<file path="config.mk">
export PLATFORM = sky130hd
export DESIGN_NAME = fifo_stream_reader
export DESIGN_NICKNAME = d
export VERILOG_FILES = /design/src/rtl/fifo_stream_reader_pkg.sv /design/src/rtl/fifo_reader_skid_buf.sv /design/src/rtl/fifo_stream_reader.sv
export SDC_FILE = /design/constraint.sdc
export NUM_CORES = 1
export LEC_CHECK = 0
export BUFFER_PORTS_ARGS = -buffer_cell sky130_fd_sc_hd__buf_2
export CORE_AREA = 2 2 60 62
export CTS_BUF_LIST = sky130_fd_sc_hd__clkbuf_16
export DETAILED_ROUTE_END_ITERATION = 7
export DIE_AREA = 0 0 62 64
export PLACE_DENSITY = 0.73
export SYNTH_ARGS = -nofsm -noshare
export SYNTH_HDL_FRONTEND = slang
export SYNTH_SLANG_ARGS = --single-unit
</file>
<file path="constraint.sdc">
create_clock -name clk -period 2.08 [get_ports clk]
set_clock_uncertainty 0.1 [all_clocks]
set_input_delay 0.104 -clock clk [delete_from_list [all_inputs] [get_ports clk]]
set_output_delay 0.104 -clock clk [all_outputs]
set_load 0.01 [all_outputs]
</file>
<file path="src/rtl/fifo_stream_reader_pkg.sv">
// Shared types and sizing for the FIFO stream reader and its output buffer.
package fifo_stream_reader_pkg;

  typedef enum logic [1:0] {
    RUN  = 2'd0,
    STOP = 2'd1,
    IDLE = 2'd2
  } reader_state_t;

  localparam int BUF_DEPTH = 2;
  localparam int OCC_W     = $clog2(BUF_DEPTH + 1);

endpackage

</file>
<file path="src/rtl/fifo_reader_skid_buf.sv">
// Two-entry FIFO-ordered buffer; head_data always presents the oldest entry.
module fifo_reader_skid_buf
  import fifo_stream_reader_pkg::*;
#(
  parameter int DATA_BITS = 10
) (
  input  logic                 clk,
  input  logic                 reset,
  input  logic                 push,
  input  logic [DATA_BITS-1:0] push_data,
  input  logic                 pop,
  output logic [OCC_W-1:0]     occ,
  output logic [DATA_BITS-1:0] head_data
);

  logic [OCC_W-1:0]     r_occ;
  logic [DATA_BITS-1:0] r_slot0;
  logic [DATA_BITS-1:0] r_slot1;

  // The head slot only changes on a pop or when a word lands in an empty buffer,
  // which keeps head_data stable while the consumer stalls.
  always_ff @(posedge clk or posedge reset) begin
    if (reset) begin
      r_occ   <= '0;
      r_slot0 <= '0;
      r_slot1 <= '0;
    end else begin
      case ({push, pop})
        2'b10: begin
          if (r_occ == '0) r_slot0 <= push_data;
          else             r_slot1 <= push_data;
          r_occ <= r_occ + OCC_W'(1);
        end
        2'b01: begin
          r_slot0 <= r_slot1;
          r_occ   <= r_occ - OCC_W'(1);
        end
        2'b11: begin
          if (r_occ == OCC_W'(1)) begin
            r_slot0 <= push_data;
          end else begin
            r_slot0 <= r_slot1;
            r_slot1 <= push_data;
          end
        end
        default: ;
      endcase
    end
  end

  assign occ       = r_occ;
  assign head_data = r_slot0;

endmodule

</file>
<file path="src/rtl/fifo_stream_reader.sv">
// Drains an async FIFO read port into a valid/ready stream with a two-word buffer.
// Optional FIFO_STREAM_READER_CNT_EN adds a 32-bit delivered-word counter output.
module fifo_stream_reader
  import fifo_stream_reader_pkg::*;
#(
  parameter int DATA_BITS = 10
) (
  input  logic                 clk,
  input  logic                 reset,
  input  logic                 enable,
  output logic                 read,
  input  logic                 empty,
  input  logic [DATA_BITS-1:0] output_data,
  output logic                 m_valid,
  output logic [DATA_BITS-1:0] m_data,
  input  logic                 m_ready,
  output logic                 idle
`ifdef FIFO_STREAM_READER_CNT_EN
  ,
  output logic [31:0]          word_count
`endif
);

  reader_state_t        r_state;
  reader_state_t        w_state_next;
  logic                 r_inflight;
  logic [OCC_W-1:0]     w_occ;
  logic [OCC_W:0]       w_pending;
  logic                 w_pop;
  logic                 w_read;
  logic [DATA_BITS-1:0] w_head;

  fifo_reader_skid_buf #(
    .DATA_BITS(DATA_BITS)
  ) u_buf (
    .clk      (clk),
    .reset    (reset),
    .push     (r_inflight),
    .push_data(output_data),
    .pop      (w_pop),
    .occ      (w_occ),
    .head_data(w_head)
  );

  assign m_valid = (w_occ != '0);
  assign m_data  = w_head;
  assign w_pop   = m_valid & m_ready;

  // Credit: buffered plus in-flight words may never exceed the buffer depth,
  // unless a pop this cycle frees a slot for the word being requested.
  assign w_pending = {1'b0, w_occ} + {{OCC_W{1'b0}}, r_inflight};
  assign w_read    = ~reset & enable & ~empty &
                     ((w_pending < (OCC_W+1)'(BUF_DEPTH)) | w_pop);
  assign read      = w_read;

  always_ff @(posedge clk or posedge reset) begin
    if (reset) begin
      r_inflight <= 1'b0;
      r_state    <= IDLE;
    end else begin
      r_inflight <= w_read;
      r_state    <= w_state_next;
    end
  end

  always_comb begin
    w_state_next = r_state;
    case (r_state)
      IDLE:    if (enable) w_state_next = RUN;
      RUN:     if (!enable) w_state_next = STOP;
      STOP: begin
        if (enable)                           w_state_next = RUN;
        else if (!r_inflight && w_occ == '0)  w_state_next = IDLE;
      end
      default: w_state_next = IDLE;
    endcase
  end

  assign idle = (r_state == IDLE);

`ifdef FIFO_STREAM_READER_CNT_EN
  logic [31:0] r_word_count;

  always_ff @(posedge clk or posedge reset) begin
    if (reset)      r_word_count <= 32'd0;
    else if (w_pop) r_word_count <= r_word_count + 32'd1;
  end

  assign word_count = r_word_count;
`endif

endmodule

</file>
==> results of run 1 <==
worst paths after layout:
| check | start | endpoint | depth (start not counted) |
|---|---|---|---|
| min reg2reg | r_state[0] | r_state[0] | 1 |
| max reg2reg | u_buf.occ[1] | u_buf.r_slot1[1] | 8 |
| max in group asynchronous | reset | r_state[1] | 4 |
| max | u_buf.occ[1] | u_buf.r_slot1[1] | 8 |
| min | output_data[9] | u_buf.r_slot1[9] | 2 |
| min in group asynchronous | reset | u_buf.head_data[0] | 4 |
where the power goes:
group	internal, W	switching (W)	leakage, nW	total, W
sequential	0.000727	0.000124	0.294	0.000851
clock	0.000261	0.000168	0.0371	0.000429
combinational	0.000540	0.000481	0.501	0.00102
total	0.00153	0.000774	0.832	0.00230
synthesized netlist by cell type:
library cell  instances
a311oi_1              1
xnor2_1               1
nor2_1               13
o21ai_0              13
and2_1                1
nor4b_1               1
mux2_4               10
nor2b_1               4
a21oi_1               1
inv_1                 7
nor3_1                1
dfrtp_1              24
ha_1                  7
nor3b_1               1
a22oi_1               1
nand2b_1              3
nand3_1               8
nand2_1               2
a31oi_1              10
buf_2                 2
dfstp_2               1
clkbuf_1              3
buf_6                 1
or2b_1                1
a21o_1                2
mux2_2                2
worst max-delay path, delay by kind of cell (launching register included):
family / cells / cell delay [ns]
adder cells (fa/ha/maj): 2 / 0.37
flip-flops: 1 / 0.36
AND/OR/NAND/NOR: 2 / 0.31
multiplexers: 1 / 0.31
AO/OA/AOI/OAI: 1 / 0.28
buffers and inverters: 2 / 0.12
layout make-up:
cell class                 count  share of cell area [%]
clock buffer                   3                    4.29
multi-input combinational     84                    37.1
timing repair buffer          46                    17.6
sequential                    25                    35.8
clock inverter                 1                   0.429
tap                           46                    3.29
inverter                       7                    1.50
layout by cell type, fill, tap and decap left out, drive strengths merged, types with 7 or more instances in the layout:
cell         Yosys  final
dfrtp           24     24
buf              3     34
mux2            12     12
dlygate4sd3      0     12
o21ai           13     13
a31oi           10     10
inv              7      7
nand3            8      8
nor2            13     13
ha               7      7
state kept, by name, summed over array words and instances (netlist names):
register / flops
r_state: 2
r_inflight: 1
u_buf.r_slot1: 10
u_buf.head_data: 10
u_buf.occ: 2
kinds of logic after synthesis:
logic type	count (synthesis)	synth area share [%]
multiplexers	12	13.3
AO/OA/AOI/OAI	28	12.7
adder cells (fa/ha/maj)	7	6.77
flip-flops	25	48.5
AND/OR/NAND/NOR	35	13.5
buffers and inverters	13	4.55
XOR/XNOR	1	0.677
routing by layer:
| layer | part of all wire (%) | wire length (um) | global-route usage (%) | up-vias |
|---|---|---|---|---|
| met5 | 0 | 0 | 0 | - |
| met4 | 0.29 | 8 | 3.99 | 0 |
| met3 | 4.7 | 129 | 4.25 | 2 |
| met2 | 52 | 1420 | 25.9 | 30 |
| met1 | 43 | 1160 | 19.3 | 482 |
| li1 | - | - | - | 518 |
what timing repair did:
| action | CTS | global route |
|---|---|---|
| endpoints found under the setup margin | 10 | 19 |
| cloned | 0 | 1 |
| pin swaps | 0 | 1 |
| hold buffers | 11 | 1 |
| gates resized for setup | 1 | 6 |
| hold endpoints to repair | 35 | 1 |
per-stage QoR:
| step | worst slack [ns] | hold WS [ns] |
|---|---|---|
| floorplan | 0.0400 | 0.0306 |
| global placement | 0.0379 | 0.0734 |
| detailed placement | -0.0616 | 0.0848 |
| CTS | 0.0374 | 0.00105 |
| global route | -0.0108 | 0.00978 |
| finish | 0.117 | 0.00705 |
==> results.ini, run 1 <==
[critical_path]
critPathKind = reg2reg
crit_top_cell = inv_1
rrSetupSlack_ns = 0.12
crit_slowest_cell = dfrtp_1
worstPathArrival_ns = 2.01
path_cells = inv_1 -> ha_2 -> nor2b_4 -> inv_1 -> ha_1 -> nand2b_1 -> a21o_2 -> mux2_4
crit_path_start_kind = flop
worstSetupEndpointType = flop
cp_max_fo = 5
cp.required_ns = 2.13
max_stage_delay_ns = 0.36

[floorplanning]
die_area_um2 = 3970
die_y_um = 64
initial_core_util_pct = 39.4
io-pin-count = 28
core_um2 = 3280
dieWidth_um = 62
fp-row-count = 21

[synthesis]
synth.distinct_cells = 26
synth_top_cells_by_area = dfrtp_1, mux2_4, ha_1, o21ai_0, a31oi_1
syn-num-nets = 143
syn_area_per_cell_um2 = 10.7
synth_cells = 121
synth_largest_area_cell = dfrtp_1
ys_seq_area_share_pct = 48.5
yosysTopAreaCellShare_pct = 46.4
synth_area_um2 = 1290
ys.warnings.count = 0
synth-seq-cells = 25

[route]
vias = 1032
drc_errors = 0
initialDrtViolationCount = 74
drtPass1Iterations = 4
wire_per_inst_um = 12.8
ant_nets = 0
routed_wl_um = 2720
avgViaCountPerCell = 4.87

[global_routing]
grt_pass1_wl_um = 4620
grt_pass1_vias = 1045
overflow = 0
grtUsageTotal_pct = 15.5
antenna_found_initial = 0
grt_max_degree = 26

[final_layout]
ff_latch_area_um2 = 627
fill_cells = 299
num_antenna_cells = 0
area_growth_pct = 35.3
multiInputGateArea_um2 = 649
layout-drive-gt1-share_pct = 35.5
stdcell_area_um2 = 1750
post-route-util_pct = 53.3
layout.cells.non_filler = 212
nets = 189

[power_and_ir_drop]
p_per_area_nw_per_um2 = 1310
p_leak_nw = 0.832
peakVddDrop_mv = 0.637
finalPower_w = 0.00230

[placement]
gp_congestion = 0.796
dp_hpwl_um = 1890
port_buffers = 27
dp.cells = 195
post_dp_cell_area_um2 = 1510

[clock_tree]
post_cts.repair.setup_buffers = 0
clock_latency_ns = 0.26
cts_tree = yes
clkTransAtPathRegs_ns = 0.06
cts_buffer_depth = 2
cts_root_buffer = clkbuf_16
cts_num_sinks = 25
htreeDepth = 1
cts_buffers = 3

[timing]
finalCritPeriodShare_pct = 94.4
hold_viol = 0
period_needed_ns = 1.96
slew_headroom_pct = 76.1
setup-tns-final_ns = 0
worst_slew_pin_slew_ns = 0.359
setup_violations = 0
timing.fmax_mhz = 510
report.final.slew_viol_count = 0

[flow_run]
cap_violations = 0

[hold_path]
hold_class = in2reg

[outcome]
status = finished, final reports clean

No activity file was read; power rests on OpenSTA's default activity.
==> run 2, diff against run 1 <==
==> constraint.sdc (replaced) <==
create_clock -name clk -period 2.08 [get_ports clk]
set_clock_uncertainty 0.1 [all_clocks]
set_input_delay 0.312 -clock clk [delete_from_list [all_inputs] [get_ports clk]]
set_output_delay 0.312 -clock clk [all_outputs]
set_load 0.01 [all_outputs]
==> results.ini, run 2 (synthesized netlist as in run 1, its figures left out) <==
[clock_tree]
cts_tree = yes
cts_buffers = 3
cts_buffer_depth = 2
htreeDepth = 1
cts_root_buffer = clkbuf_16
cts_num_sinks = 25
clock_latency_ns = 0.26
clkTransAtPathRegs_ns = 0.06

[global_routing]
grtUsageTotal_pct = 15.1
overflow = 0
grt_pass1_vias = 972
grt_max_degree = 26
antenna_found_initial = 0
grt_pass1_wl_um = 4460

[route]
vias = 972
initialDrtViolationCount = 45
wl_met1_um = 1180
routed_wl_um = 2710
wl_met3_um = 114
drtPass1Iterations = 4
top_layer = met4
wl_met2_um = 1380
ant_nets = 0
avgViaCountPerCell = 4.86
wire_per_inst_um = 13.6
drc_errors = 0

[final_layout]
num_antenna_cells = 0
layout-drive-gt1-share_pct = 38.3
nets = 177
final_cell_mix = buf_2, dfrtp_1, o21ai_0
area_growth_pct = 26.7
layout_commonest_cell = buf_2
post-route-util_pct = 49.9

[timing]
worst_slew_pin_slew_ns = 0.371
rsz0062_at_grt = true
setup-tns-final_ns = 0
report.final.slew_viol_count = 0
period_needed_ns = 2.05
timing.fmax_mhz = 488
slew_headroom_pct = 75.2
finalCritPeriodShare_pct = 98.5
hold_viol = 0
setup_violations = 0
holdWs_ns = 0.00954

[floorplanning]
initial_core_util_pct = 39.4
dieWidth_um = 62
die_y_um = 64
die_area_um2 = 3970
io-pin-count = 28
fp-row-count = 21
core_um2 = 3280

[outcome]
status = finished, final reports clean

[critical_path]
cp_max_fo = 3
crit_path_start_kind = flop
worstPathArrival_ns = 1.64
worstSetupEndpointType = primary output
cp.required_ns = 1.67
critPathKind = reg2out

[power_and_ir_drop]
intPower_w = 0.00153
pwr-share-clk_pct = 18.5
switchingPower_w = 0.000790
p_sw_share_pct = 34.0
pwr-share-seq_pct = 36.8
peakVddDrop_mv = 0.566
p_leak_nw = 0.783
p_comb_share_pct = 44.7
p_per_area_nw_per_um2 = 1420

[placement]
dp_hpwl_um = 1930
gp_congestion = 0.799
port_buffers = 27

[hold_path]
hold_class = in2async

[flow_run]
cap_violations = 0

==> run 2: final timing paths <==
kind / slack, ns / endpoint / startpoint / cells after the start
max reg2reg: 0.08 / u_buf.r_slot1[4] / u_buf.occ[1] / 8
max in group asynchronous: 1.58 / r_state[1] / reset / 3
min reg2reg: 0.40 / r_state[0] / r_state[0] / 1
min in group clk: 0.16 / r_state[1] / enable / 2
max: 0.03 / read / u_buf.occ[1] / 7
min: 0.01 / u_buf.head_data[0] / reset / 3
==> run 2: repair_timing <==
item / CTS / global route
hold buffers: 0 / 0
pin swaps: 0 / 2
setup buffers: 0 / 1
gates resized for setup: 2 / 7
setup endpoints to repair: 11 / 19
==> run 2: critical path, stage by stage (launching register included) <==
cell	delay, ns
dfrtp_1	0.38
inv_2	0.07
ha_4	0.17
nor2b_4	0.14
buf_6	0.12
nor2_2	0.04
nor4b_2	0.27
buf_2	0.18
==> run 2: power by group through the flow <==
stage	registers [W]	logic, W	clock network (W)
2_1_floorplan	0.000892	0.000638	0
4_1_cts	0.000853	0.000991	0.000444
3_5_place_dp	0.000860	0.000980	0
5_1_grt	0.000886	0.00116	0.000462
3_3_place_gp	0.000846	0.000951	0
6_report	0.000855	0.00104	0.000430
==> run 2: through the flow <==
| step | power, W | setup slack, ns | area [um2] | cells |
|---|---|---|---|---|
| global route | 0.00251 | -0.0695 | 1640 | 200 |
| floorplan | 0.00153 | 0.0400 | 1300 | 121 |
| global placement | 0.00180 | 0.0368 | 1510 | 195 |
| finish | 0.00232 | 0.0314 | 1640 | 200 |
| detailed placement | 0.00184 | -0.0527 | 1510 | 195 |
| CTS | 0.00229 | -0.0503 | 1600 | 199 |
==> run 2: layer usage <==
metal / vias to the layer above / GRT usage [%]
li1: 487 / -
met1: 453 / 19.9
met2: 27 / 23.6
met3: 5 / 3.85
met4: 0 / 5.32
met5: - / 0
==> run 2: layout make-up <==
cell class	instances	area (um2)
clock buffers	3	75.1
repair buffers	35	199
inverters	7	26.3
flip-flops and latches	25	627
fillers	306	1650
multi-input cells	83	647
well taps	46	57.6
clock inverters	1	7.51
==> run 3, diff against run 2 <==
- CORE_AREA: 2 2 60 62 -> 2 2 57 59
- DIE_AREA: 0 0 62 64 -> 0 0 59 61
- PLACE_DENSITY: 0.73 -> 0.79
==> results.ini, run 3 (synthesized netlist as in run 1, its figures left out) <==
[floorplanning]
initial_core_util_pct = 43.8
core_um2 = 2950
io-pin-count = 28
die_area_um2 = 3600
dieWidth_um = 59
die_y_um = 61
fp-row-count = 20

[power_and_ir_drop]
pwr-share-clk_pct = 17.8
p_leak_nw = 0.818
peakVddDrop_mv = 0.752
pwr-share-seq_pct = 35.4
intPower_w = 0.00160
p_per_area_nw_per_um2 = 1450
p_sw_share_pct = 34.4
p_comb_share_pct = 46.9
finalPower_w = 0.00243
switchingPower_w = 0.000836

[clock_tree]
clkTransAtPathRegs_ns = 0.06
cts_buffers = 3
cts_num_sinks = 25
cts_buffer_depth = 2
ctsHoldBuffers = 0
cts_tree = yes
clock_latency_ns = 0.26
htreeDepth = 1
cts_root_buffer = clkbuf_16

[final_layout]
area_growth_pct = 29.6
ff_latch_area_um2 = 627
multiInputGateArea_um2 = 656
nets = 183
num_antenna_cells = 0
fill_cells = 267
post-route-util_pct = 56.8
final_cell_mix = buf_2, dfrtp_1, o21ai_0, buf_4, nor2_1
layout_commonest_cell = buf_2
stdcell_area_um2 = 1680
layout-drive-gt1-share_pct = 41.3

[timing]
worst_slew_pin_slew_ns = 0.359
hold_viol = 0
report.final.slew_viol_count = 0
timing.fmax_mhz = 496
finalCritPeriodShare_pct = 97.0
holdWs_ns = 0.0244
setup_violations = 0
slew_headroom_pct = 76.1
setup-tns-final_ns = 0
period_needed_ns = 2.02

[outcome]
status = finished, final reports clean

[global_routing]
grt_pass1_wl_um = 4600
antenna_found_initial = 0
overflow = 0
grt_pass1_vias = 1041
grt_max_degree = 26
grtUsageTotal_pct = 17.1

[critical_path]
path_delay_family = buffers and inverters
path_cells = buf_4 -> buf_4 -> a21oi_2 -> nor2_4 -> nor4b_4 -> buf_2
r2r_start = u_buf.occ[1]
crit_slowest_cell = dfrtp_1
crit_path_start_kind = flop
cp_max_fo = 5
critPathKind = reg2out
critical_path_buf_inv_count = 3
max_stage_delay_ns = 0.39
crit_top_cell = buf_4
worstPathArrival_ns = 1.60
worstSetupEndpointType = primary output
critPathLaunch = u_buf.occ[0]
cp.required_ns = 1.67

[placement]
port_buffers = 27
post_dp_cell_area_um2 = 1500
dp_hpwl_um = 1960
gp_congestion = 0.794

[route]
ant_nets = 0
routed_wl_um = 2830
avgViaCountPerCell = 5.50
initialDrtViolationCount = 66
wire_per_inst_um = 14.7
vias = 1061
drtPass1Iterations = 4
drc_errors = 0

[flow_run]
cap_violations = 0

[hold_path]
hold_class = in2async

## run 3: metrics by stage
stage                     instances  setup WS, ns
after CTS                       187        0.0325
final                           193        0.0634
after global placement          183        0.0500
after detailed placement        183       -0.0588
after global routing            193       -0.0149
after floorplan                 121        0.0400
## run 3: power groups by stage
stage	Sequential, W	Clock [W]	Combinational (W)
finish	0.000861	0.000432	0.00114
global route	0.000887	0.000463	0.00126
CTS	0.000854	0.000446	0.00101
detailed placement	0.000855	0	0.000997
global placement	0.000848	0	0.000948
floorplan	0.000892	0	0.000638
## run 3: final timing paths
kind / slack, ns / depth (start not counted) / end
min in group clk: 0.14 / 2 / r_inflight
hold / removal: 0.02 / 3 / u_buf.occ[1]
setup / recovery: 0.06 / 6 / read
setup reg to reg: 0.07 / 8 / u_buf.r_slot1[2]
hold reg to reg: 0.39 / 1 / r_state[0]
max in group asynchronous: 1.57 / 3 / r_state[1]
## run 3: timing repair
action,in CTS,in global routing
setup endpoints to repair,11,10
pin swaps,0,2
gates cloned,0,0
gates resized for setup,3,8
buffers inserted,0,6
## run 3: tightest hold or removal path, cell delays in order
cell	delay, ns
buf_2	0.12
inv_1	0.05
buf_4	0.30
## run 3: cell type report
| type | instances | area share [%] |
|---|---|---|
| clock buffer | 3 | 4.48 |
| clock inverter | 1 | 0.448 |
| inverter | 7 | 1.57 |
| multi-input combinational | 83 | 39.1 |
| sequential | 25 | 37.4 |
| tap | 33 | 2.46 |
| timing repair buffer | 41 | 14.6 |
## run 3: metal layers
layer	vias up	track usage, %	routed length [um]
met5	-	0	0
met4	0	6.82	31
met3	4	4.26	164
met2	42	30.3	1480
met1	516	19.8	1160
li1	499	-	-
